$ cat config.mk
export PLATFORM = sky130hd
export DESIGN_NAME = tank_move_arbiter
export DESIGN_NICKNAME = d
export VERILOG_FILES = /design/src/rtl/tank_pkg.sv /design/src/rtl/tile_step.sv /design/src/rtl/tank_move_arbiter.sv
export SDC_FILE = /design/constraint.sdc
export NUM_CORES = 1
export LEC_CHECK = 0
export ABC_AREA = 1
export CAP_MARGIN = 20
export CELL_PAD_IN_SITES_DETAIL_PLACEMENT = 0
export CELL_PAD_IN_SITES_GLOBAL_PLACEMENT = 1
export CORE_MARGIN = 2
export CORE_UTILIZATION = 38
export CTS_CLUSTER_SIZE = 20
export DETAILED_ROUTE_END_ITERATION = 10
export GPL_TIMING_DRIVEN = 1
export PLACE_DENSITY = 0.8
export SKIP_LAST_GASP = 1
export SLEW_MARGIN = 20
export SYNTH_ARGS = -nofsm -noshare
export SYNTH_HDL_FRONTEND = slang
export SYNTH_SLANG_ARGS = --single-unit
$ cat constraint.sdc
create_clock -name frame_clk -period 5.19 [get_ports frame_clk]
set_clock_uncertainty 0.2 [all_clocks]
set_input_delay 0.7785 -clock frame_clk [delete_from_list [all_inputs] [get_ports frame_clk]]
set_output_delay 0.7785 -clock frame_clk [all_outputs]
set_load 0.02 [all_outputs]
$ cat src/rtl/tank_pkg.sv
// Shared types and constants for tank movement: directions, map geometry,
// start tiles and the move arbiter FSM state encoding.
package tank_pkg;

   typedef enum logic [1:0] {
      DIR_UP    = 2'd0,
      DIR_DOWN  = 2'd1,
      DIR_LEFT  = 2'd2,
      DIR_RIGHT = 2'd3
   } dir_t;

   typedef enum logic [2:0] {
      S_IDLE,
      S_RD0,
      S_CHK0,
      S_RD1,
      S_CHK1,
      S_COMMIT,
      S_COOL
   } state_t;

   localparam int TILE_SHIFT = 5;
   localparam int MAP_W      = 20;
   localparam int MAP_H      = 15;

   localparam logic [1:0] TILE_FLOOR = 2'd0;

   localparam logic [4:0] TANK1_START_TX = 5'd1;
   localparam logic [3:0] TANK1_START_TY = 4'd13;
   localparam logic [4:0] TANK2_START_TX = 5'd18;
   localparam logic [3:0] TANK2_START_TY = 4'd1;

endpackage

$ cat src/rtl/tile_step.sv
// Combinational one-tile step: current tile plus direction gives the target
// tile and whether it lies inside the map.
module tile_step
   import tank_pkg::*;
#(
   parameter int MAP_W = tank_pkg::MAP_W,
   parameter int MAP_H = tank_pkg::MAP_H
)(
   input  logic [4:0] cur_x,
   input  logic [3:0] cur_y,
   input  logic [1:0] dir,
   output logic [4:0] tgt_x,
   output logic [3:0] tgt_y,
   output logic       in_bounds
);

   localparam logic signed [6:0] W_LIM = 7'(MAP_W);
   localparam logic signed [6:0] H_LIM = 7'(MAP_H);

   logic signed [6:0] nx;
   logic signed [6:0] ny;

   // Widened signed coordinates so stepping off the 0 edge goes negative
   // instead of wrapping to a large in-range value.
   always_comb begin
      nx = signed'({2'b00, cur_x});
      ny = signed'({3'b000, cur_y});
      case (dir_t'(dir))
         DIR_UP:    ny = ny - 7'sd1;
         DIR_DOWN:  ny = ny + 7'sd1;
         DIR_LEFT:  nx = nx - 7'sd1;
         DIR_RIGHT: nx = nx + 7'sd1;
      endcase
      in_bounds = (nx >= 7'sd0) && (nx < W_LIM) && (ny >= 7'sd0) && (ny < H_LIM);
      tgt_x     = nx[4:0];
      tgt_y     = ny[3:0];
   end

endmodule

$ cat src/rtl/tank_move_arbiter.sv
// Sequences tile moves for both tanks over one shared map read port,
// resolving walls, screen edges and tank-vs-tank conflicts before commit.
module tank_move_arbiter
   import tank_pkg::*;
#(
   parameter int MOVE_PERIOD = 8,
   parameter int MAP_W       = tank_pkg::MAP_W,
   parameter int MAP_H       = tank_pkg::MAP_H
)(
   input  logic       frame_clk,
   input  logic       Reset,
   input  logic       req1_valid,
   input  logic [1:0] req1_dir,
   input  logic       req2_valid,
   input  logic [1:0] req2_dir,
   output logic       map_rd,
   output logic [8:0] map_addr,
   input  logic [1:0] map_data,
   output logic [4:0] tank1_tx,
   output logic [3:0] tank1_ty,
   output logic [4:0] tank2_tx,
   output logic [3:0] tank2_ty,
   output logic [9:0] Tank1X,
   output logic [9:0] Tank1Y,
   output logic [9:0] Tank2X,
   output logic [9:0] Tank2Y,
   output logic       busy,
   output logic       move_done,
   output logic       blocked1,
   output logic       blocked2
);

   localparam int CNT_W = (MOVE_PERIOD > 1) ? $clog2(MOVE_PERIOD) : 1;
   localparam logic [CNT_W-1:0] COOL_LAST = CNT_W'(MOVE_PERIOD - 1);

   state_t state, state_nxt;

   logic             prio;
   logic             lat_v1, lat_v2;
   logic [1:0]       lat_d1, lat_d2;
   logic             acc0, acc1;
   logic [4:0]       res0_x, res1_x;
   logic [3:0]       res0_y, res1_y;
   logic [CNT_W-1:0] cool_cnt;

   logic       slot1, slot_t2, slot_req, tgt_inb, accept;
   logic [1:0] slot_dir;
   logic [4:0] cur_x, tgt_x, blk_x;
   logic [3:0] cur_y, tgt_y, blk_y;
   logic [8:0] tgt_addr;

   // Slot 1 is checked against slot 0's resolved tile, slot 0 against the
   // other tank's current tile; prio swaps which tank sits in which slot.
   always_comb begin
      slot1    = (state == S_RD1) || (state == S_CHK1);
      slot_t2  = slot1 ^ prio;
      cur_x    = slot_t2 ? tank2_tx : tank1_tx;
      cur_y    = slot_t2 ? tank2_ty : tank1_ty;
      slot_req = slot_t2 ? lat_v2 : lat_v1;
      slot_dir = slot_t2 ? lat_d2 : lat_d1;
      blk_x    = slot1 ? res0_x : (slot_t2 ? tank1_tx : tank2_tx);
      blk_y    = slot1 ? res0_y : (slot_t2 ? tank1_ty : tank2_ty);
   end

   tile_step #(
      .MAP_W (MAP_W),
      .MAP_H (MAP_H)
   ) u_step (
      .cur_x     (cur_x),
      .cur_y     (cur_y),
      .dir       (slot_dir),
      .tgt_x     (tgt_x),
      .tgt_y     (tgt_y),
      .in_bounds (tgt_inb)
   );

   assign tgt_addr = 9'(tgt_y) * 9'(MAP_W) + 9'(tgt_x);
   assign accept   = slot_req && tgt_inb && (map_data == TILE_FLOOR) &&
                     !((tgt_x == blk_x) && (tgt_y == blk_y));

   always_comb begin
      state_nxt = state;
      map_rd    = 1'b0;
      map_addr  = '0;
      case (state)
         S_IDLE:   if (req1_valid || req2_valid) state_nxt = S_RD0;
         S_RD0: begin
            map_rd    = slot_req && tgt_inb;
            state_nxt = S_CHK0;
         end
         S_CHK0:   state_nxt = S_RD1;
         S_RD1: begin
            map_rd    = slot_req && tgt_inb;
            state_nxt = S_CHK1;
         end
         S_CHK1:   state_nxt = S_COMMIT;
         S_COMMIT: state_nxt = S_COOL;
         S_COOL:   if (cool_cnt == COOL_LAST) state_nxt = S_IDLE;
         default:  state_nxt = S_IDLE;
      endcase
      if (map_rd) map_addr = tgt_addr;
   end

   always_ff @(posedge frame_clk or posedge Reset) begin
      if (Reset) begin
         state     <= S_IDLE;
         prio      <= 1'b0;
         lat_v1    <= 1'b0;
         lat_v2    <= 1'b0;
         lat_d1    <= '0;
         lat_d2    <= '0;
         acc0      <= 1'b0;
         acc1      <= 1'b0;
         res0_x    <= '0;
         res0_y    <= '0;
         res1_x    <= '0;
         res1_y    <= '0;
         cool_cnt  <= '0;
         tank1_tx  <= TANK1_START_TX;
         tank1_ty  <= TANK1_START_TY;
         tank2_tx  <= TANK2_START_TX;
         tank2_ty  <= TANK2_START_TY;
         move_done <= 1'b0;
         blocked1  <= 1'b0;
         blocked2  <= 1'b0;
      end else begin
         state     <= state_nxt;
         move_done <= (state == S_COMMIT);
         case (state)
            S_IDLE: begin
               if (req1_valid || req2_valid) begin
                  lat_v1 <= req1_valid;
                  lat_v2 <= req2_valid;
                  lat_d1 <= req1_dir;
                  lat_d2 <= req2_dir;
               end
            end
            S_CHK0: begin
               acc0   <= accept;
               res0_x <= accept ? tgt_x : cur_x;
               res0_y <= accept ? tgt_y : cur_y;
            end
            S_CHK1: begin
               acc1   <= accept;
               res1_x <= accept ? tgt_x : cur_x;
               res1_y <= accept ? tgt_y : cur_y;
            end
            S_COMMIT: begin
               cool_cnt <= '0;
               if (!prio) begin
                  tank1_tx <= res0_x;
                  tank1_ty <= res0_y;
                  tank2_tx <= res1_x;
                  tank2_ty <= res1_y;
                  blocked1 <= lat_v1 && !acc0;
                  blocked2 <= lat_v2 && !acc1;
               end else begin
                  tank1_tx <= res1_x;
                  tank1_ty <= res1_y;
                  tank2_tx <= res0_x;
                  tank2_ty <= res0_y;
                  blocked1 <= lat_v1 && !acc1;
                  blocked2 <= lat_v2 && !acc0;
               end
               if (lat_v1 && lat_v2) prio <= !prio;
            end
            S_COOL:   cool_cnt <= cool_cnt + 1'b1;
            default: ;
         endcase
      end
   end

   assign busy   = (state != S_IDLE);
   assign Tank1X = 10'(tank1_tx) << TILE_SHIFT;
   assign Tank1Y = 10'(tank1_ty) << TILE_SHIFT;
   assign Tank2X = 10'(tank2_tx) << TILE_SHIFT;
   assign Tank2Y = 10'(tank2_ty) << TILE_SHIFT;

endmodule

== Yosys cells after proc, flatten, opt, wreduce, memory -nomap -nowiden ==
Cells that the tools add are included.
W data, S select, Z words.

* Bitwise logic cells: 1
* Multipliers: 1
* Magnitude comparators: 4
* Add/subtract/negate cells: 6
* Reduce and logical (&&, ||, !) cells: 27
* Equality and inequality tests: 14
* Multiplexer cells: 24

{| class="wikitable"
|+ Operator list
! kind !! count
|-
| $mux W5 || 6
|-
| $pmux W7 S2 || 2
|-
| $mux W4 || 6
|-
| $pmux W3 S7 || 1
|-
| $ge A7 B1 Y1 const B || 2
|-
| $eq A3 B3 Y1 const B || 4
|-
| $logic_and A1 B1 Y1 || 12
|-
| $add A9 B5 Y9 || 1
|-
| $mux W9 || 1
|-
| $lt A7 B5 Y1 const B || 1
|-
| $lt A7 B6 Y1 const B || 1
|-
| $mul A4 B3 Y7 const B || 1
|-
| $add A5 B1 Y6 const B || 1
|-
| $eq A3 B2 Y1 const B || 2
|-
| $mux W3 || 2
|-
| $pmux W3 S2 || 1
|-
| $reduce_and A2 Y1 || 3
|-
| $sub A5 B1 Y6 const B || 1
|-
| $add A4 B1 Y5 const B || 1
|-
| $eq A5 B5 Y1 || 1
|-
| $sub A4 B1 Y5 const B || 1
|-
| $eq A2 B2 Y1 const B || 2
|-
| $eq A4 B4 Y1 || 1
|-
| $logic_not A1 Y1 || 4
|-
| 13 further kinds || 19
|}

* Bits in registers: 54
* Input port bits: 10
* Output and inout port bits: 72

== Logic depth before layout (Yosys ltp) ==
* Word-level depth: 14
* Gate-level depth with buffers: 26

== Hierarchy ==
Synthesis repeated with hierarchy kept, for this count alone.

* Cells, all modules: 612
* Area, all modules: 4,259.1 µm²

{| class="wikitable"
|+ Modules (own cells, without submodules)
! module !! instances !! area each (µm²) !! sequential area each (µm²) !! cells an instance
|-
| tank_move_arbiter || 1 || 3,806.2 || 1,360.1 || 519
|-
| tile_step || 1 || 452.9 || 0.0 || 93
|}

== Worst setup path after synthesis ==
OpenSTA, ideal clock, no wires.

* Path kind: flip-flop to output port
* From: register state[0]
* To: output port map_addr[7]
* Required time: 4.212 ns
* Arrival time: 3.416 ns
* Cell stages (with the launch flop): 21
* Path slack: 0.795 ns
* Path through: dfrtp_1 > buf_4 > o21ai_1 > nand3_4 > nand2_4 > nand2_1 > nand2_2 > inv_2 > ha_1 > inv_1 > nand2_1 > nand2_1 > nand2_2 > inv_1 > ha_1 > ha_1 > fa_1 > inv_1 > nor3b_1 > xor2_1 > nor2_1

* Longest elaborated chain between the ends: 13

{| class="wikitable"
|+ Ends and longest elaborated chain
! item !! line !! text
|-
| from (decl) || tank_move_arbiter.sv:36 || <nowiki>state_t state, state_nxt;</nowiki>
|-
| from (signal assigned) || tank_move_arbiter.sv:127 || <nowiki>state <= state_nxt;</nowiki>
|-
| branches (longest 12 deep; another with $add A9 B5 Y9) || - ||
|-
| $mux W9 * || tank_move_arbiter.sv:101 || <nowiki>if (map_rd) map_addr = tgt_addr;</nowiki>
|-
| to (decl) || tank_move_arbiter.sv:17 || <nowiki>output logic [8:0] map_addr,</nowiki>
|}

Every way passes the cells marked *.

== Worst setup path in the final report ==
* From: register state[2]
* To: output port map_addr[7]

The elaborated chain is that of the path after synthesis.

==> results.md <==
- The flow ran to the end, and the final reports show no timing, DRC or antenna violations.
- A synthesized cell averages 7.05 µm².
- The residual antenna-violating net count after detailed routing is 0.
- Of all flip-flops after synthesis, the portion carrying an async set or reset was 100%.
- After detailed routing, the total wire length is approximately 12000 µm.
- The area of the placeable core is ~11000 µm².
- Summing over every cut layer, the via total after detailed routing is between 3000 and 4000.
- The combined buffer and inverter count along the critical path is 6.
- Yosys instantiated no cell more often than sky130_fd_sc_hd__nand2_1.
- The worst hold path endpoint is res0_x[3].
- The CTS tree is built.
- The worst setup path category is reg -> out.
- From left edge to right edge, the die measures about 110 µm.
- The worst path meets setup with roughly 0.26 ns of slack.
- In the routed design, unresolved DRC markers number 0.
- For the worst-skew pair, the clock arrives at the later sink with an insertion delay of 0.31 ns.
- The cell type with the largest total area after synthesis is sky130_fd_sc_hd__dfrtp_1.
- Buffers placed on the I/O ports in this run total a little under 60.
- In this run the worst hold path is classified as reg -> reg.
- 82 I/O pins were placed.
- The basic-gate share of the synthesized area counting and, or, nand and nor cells is a little under two fifths.
- In this run the worst path has a maximum fanout of 6.
- The die is around 110 µm tall.
- Counting the buffers created by CTS gives 5.
- In this run the most critical hold path is launched from res0_x[3].
- Entering global routing, the biggest net connects 55 pins.
- STA classifies the critical path startpoint as a register.
- The netlist uses 42 different library cells.
- For this run, the leading register cell type out of synthesis is sky130_fd_sc_hd__dfrtp_1.
- The number of nets in the layout is between 600 and 700.
- For this block, the initial DRC count from the detailed router was between 200 and 300.
- Summing every instance area after synthesis gives between 4000 and 5000 µm².
- The number of iterations in the first detailed-routing pass is 4.
- Summed over its instances, the top area cell type makes up 27.3% of the synthesized netlist area.
- After clock tree synthesis, the clock-pin slew on the worst setup and hold paths is ~0.070 ns.
- Once the floorplan was initialized, standard cells occupied between 30% and 40% of the core.
- The synthesized netlist devotes a little over a tenth of its cell area to compound gates.
- The most frequent cell on the critical path is sky130_fd_sc_hd__inv_1.
- The tree is rooted in a sky130_fd_sc_hd__clkbuf_16.
- The first-pass GRT wire length is roughly 20000 µm.
- The worst reg2reg path startpoint is state[2].
- The critical path arrival is roughly 4.0 ns.
- In the post-synthesis netlist, the biggest area contributors are sky130_fd_sc_hd__dfrtp_1, sky130_fd_sc_hd__nand2_1, sky130_fd_sc_hd__buf_4, sky130_fd_sc_hd__nand3_1, sky130_fd_sc_hd__o21ai_0.
- The total number of yosys warnings is 0.
- The hold buffer count at cts is 0.
- The number of maximum-capacitance constraint violations is 0.
- The fraction of final layout cells with drive strength greater than 1 is between 10 and 15%.
- The cell count after synthesis is slightly above 600.
- The average via count per standard cell is around 5.
- The endpoint identified for the worst register-to-register timing path is res0_x[3].
- The number of global-route vias before repair came to around 3700.
- At the pin with the least slew margin, the transition time is ~0.9 ns.
- The post-detailed-placement half-perimeter wirelength is about 9000 µm.
- Sequential cells were found to cover about a third of the synthesized design area.
- The number of antenna violations at the first check in global routing is 0.
- Row generation in the floorplan step produced 38 rows.
- For the worst flop-to-flop path, the logic depth is 20.
- The register-to-register path setup slack is 1.91 ns.
- The hold violation total from the final report is 0.
- The worst setup path is captured at an output port.
- The routed design could run at a clock period as short as around 4.9 ns.
- The critical path goes through inv_4 -> nand3_4 -> nand3_2 -> nand3_1 -> nand2_1 -> inv_1 -> ha_1 -> inv_1 -> nand2_1 -> nand2_1 -> nand2_2 -> inv_1 -> ha_1 -> ha_1 -> fa_1 -> inv_1 -> nor3b_1 -> xor2_1 -> nor2_1 -> clkbuf_2.
- The count of clock tree sinks is 54.
- The max-slew violation count is 0.
- No sink is reached through more buffers than the 2 on the longest clock path.
- The kind of cell with the highest combined delay along the critical path is adder cells.
- By area, the combinational part of the netlist is dominated by simple AND/OR/NAND/NOR gates.
- Compared with the post-synthesis result, the final layout area differs by 16.7%.
- The number of setup violations in the final report is 0.
- The worst slew slack as a fraction of its limit is between 30% and 40%.
- The count of antenna diodes in the layout is 0.
- The total overflow reported by the global router is 0.
- The flip-flop and latch count after synthesis is 54.
- The worst-case setup slack after placement is 0.0965 ns.
- The delay of the slowest cell on the worst path is 0.51 ns.
- The worst endpoint required time is approximately 4.2 ns.
- The total routing usage reported by global routing is between 20% and 30%.
- Dividing the final minimum period by the clock period gives 94.9%.
- The H-tree was split into 2 levels.
- In the synthesized netlist, the cells that appear most often are sky130_fd_sc_hd__nand2_1, sky130_fd_sc_hd__inv_1, sky130_fd_sc_hd__nand3_1.
- Setup repair after global routing could not meet its margin everywhere.
- The congestion estimate from routability-driven global placement came to around 0.95.
- The cell with the largest stage delay on the worst path is sky130_fd_sc_hd__fa_1.
- The portion of synthesized area spent on multiplexers is 0%.
- The detailed-route wire length per cell is ~15 µm.
- The cell depth of the worst hold path is 2.
- Counting flops with a built-in enable in the synthesized netlist gives 0.
- The floorplan step defined a die boundary enclosing between 10000 and 15000 µm².
- The xor/xnor share of the synthesized area is between 1 and 1.5%.
- Summing the areas of all fa, ha and maj instances in the mapped netlist gives 4.41% of the synthesized area.
- The timing-limited maximum frequency is around 0.20 GHz.
## metrics by stage
stage	setup TNS [ns]	instance area [µm²]	hold slack (ns)	instances	utilization (%)
floorplan	0	4390	0.249	633	-
global placement	0	4850	0.266	786	44.4
CTS	0	5020	0.290	794	45.9
detailed placement	0	4850	0.267	786	44.4
global route	-0.0207	5030	0.303	795	46.0
finish	0	5030	0.288	795	46.0
## final cells by class
cell class	count	area, µm²
Multi-Input combinational cell	451	2380
Sequential cell	54	1360
Inverter	72	273
Clock inverter	3	47.5
Fill cell	1149	5900
Timing Repair Buffer	70	664
Clock buffer	5	125
Tap cell	140	175
## timing repair
| item | CTS | global route |
|---|---|---|
| pin swaps | 0 | 0 |
| gates resized for setup | 4 | 10 |
| setup endpoints to repair | 3 | 5 |
| setup buffers | 0 | 1 |
## layout by cell type (no fill, tap or decap), types with 4 or more instances in the layout
cell                              instances
sky130_fd_sc_hd__a21oi_1                  5
sky130_fd_sc_hd__buf_4                   12
sky130_fd_sc_hd__clkbuf_16                5
sky130_fd_sc_hd__clkdlybuf4s50_1         56
sky130_fd_sc_hd__conb_1                  22
sky130_fd_sc_hd__dfrtp_1                 44
sky130_fd_sc_hd__dfstp_2                  7
sky130_fd_sc_hd__ha_1                    12
sky130_fd_sc_hd__inv_1                   60
sky130_fd_sc_hd__inv_2                   10
sky130_fd_sc_hd__nand2_1                181
sky130_fd_sc_hd__nand2_2                 25
sky130_fd_sc_hd__nand2_4                 10
sky130_fd_sc_hd__nand3_1                 60
sky130_fd_sc_hd__nand3b_1                 4
sky130_fd_sc_hd__nor2_1                  25
sky130_fd_sc_hd__nor2_2                   5
sky130_fd_sc_hd__nor3_1                   4
sky130_fd_sc_hd__o211ai_1                17
sky130_fd_sc_hd__o21ai_0                 48
sky130_fd_sc_hd__xor2_1                   4
## state kept, by name, summed over array words and instances (netlist names), 3 cells and up
name / count
res0_x: 5
res1_x: 5
tank1_tx: 5
tank2_tx: 5
res0_y: 4
res1_y: 4
tank1_ty: 4
tank2_ty: 4
cool_cnt: 3
state: 3
## kinds of logic (layout without fill, tap and decap cells)
| kind of cell | Yosys count | in the layout |
|---|---|---|
| other | 1 | 22 |
| and+or+nand+nor | 332 | 332 |
| AOI/OAI and AO/OA | 78 | 78 |
| xor gates and xnor gates | 5 | 5 |
| DFF | 54 | 54 |
| adders and majority gates | 14 | 14 |
| buffers and inverters | 128 | 150 |
## tightest hold or removal path, cell delays in order, from the launching register on
cell,delay [ns]
sky130_fd_sc_hd__dfrtp_1,0.35
sky130_fd_sc_hd__nand2_1,0.05
sky130_fd_sc_hd__nand2_1,0.05
## per-layer routing
layer	GRT usage, %	vias to the layer above	wire, µm
met5	0	-	0
met4	3.08	0	103
met3	3.46	10	676
met2	34.5	126	5770
met1	26.9	1844	5640
li1	-	1981	-
## worst max-delay path by stage
stage                     startpoint          end  slack (ns)  cells past startpoint
after floorplan             state[0]  map_addr[7]        0.80                     20
after global placement      state[0]  map_addr[8]        0.24                     25
after detailed placement    state[2]  map_addr[7]         0.1                     20
after CTS                   state[2]  map_addr[7]        0.02                     20
after global routing        state[0]  map_addr[7]       -0.02                     21
final                       state[2]  map_addr[7]        0.26                     20
Power is left out: the tool's default activity adds up to more than one toggle a clock period on the data nets, which glitch-free logic cannot reach.
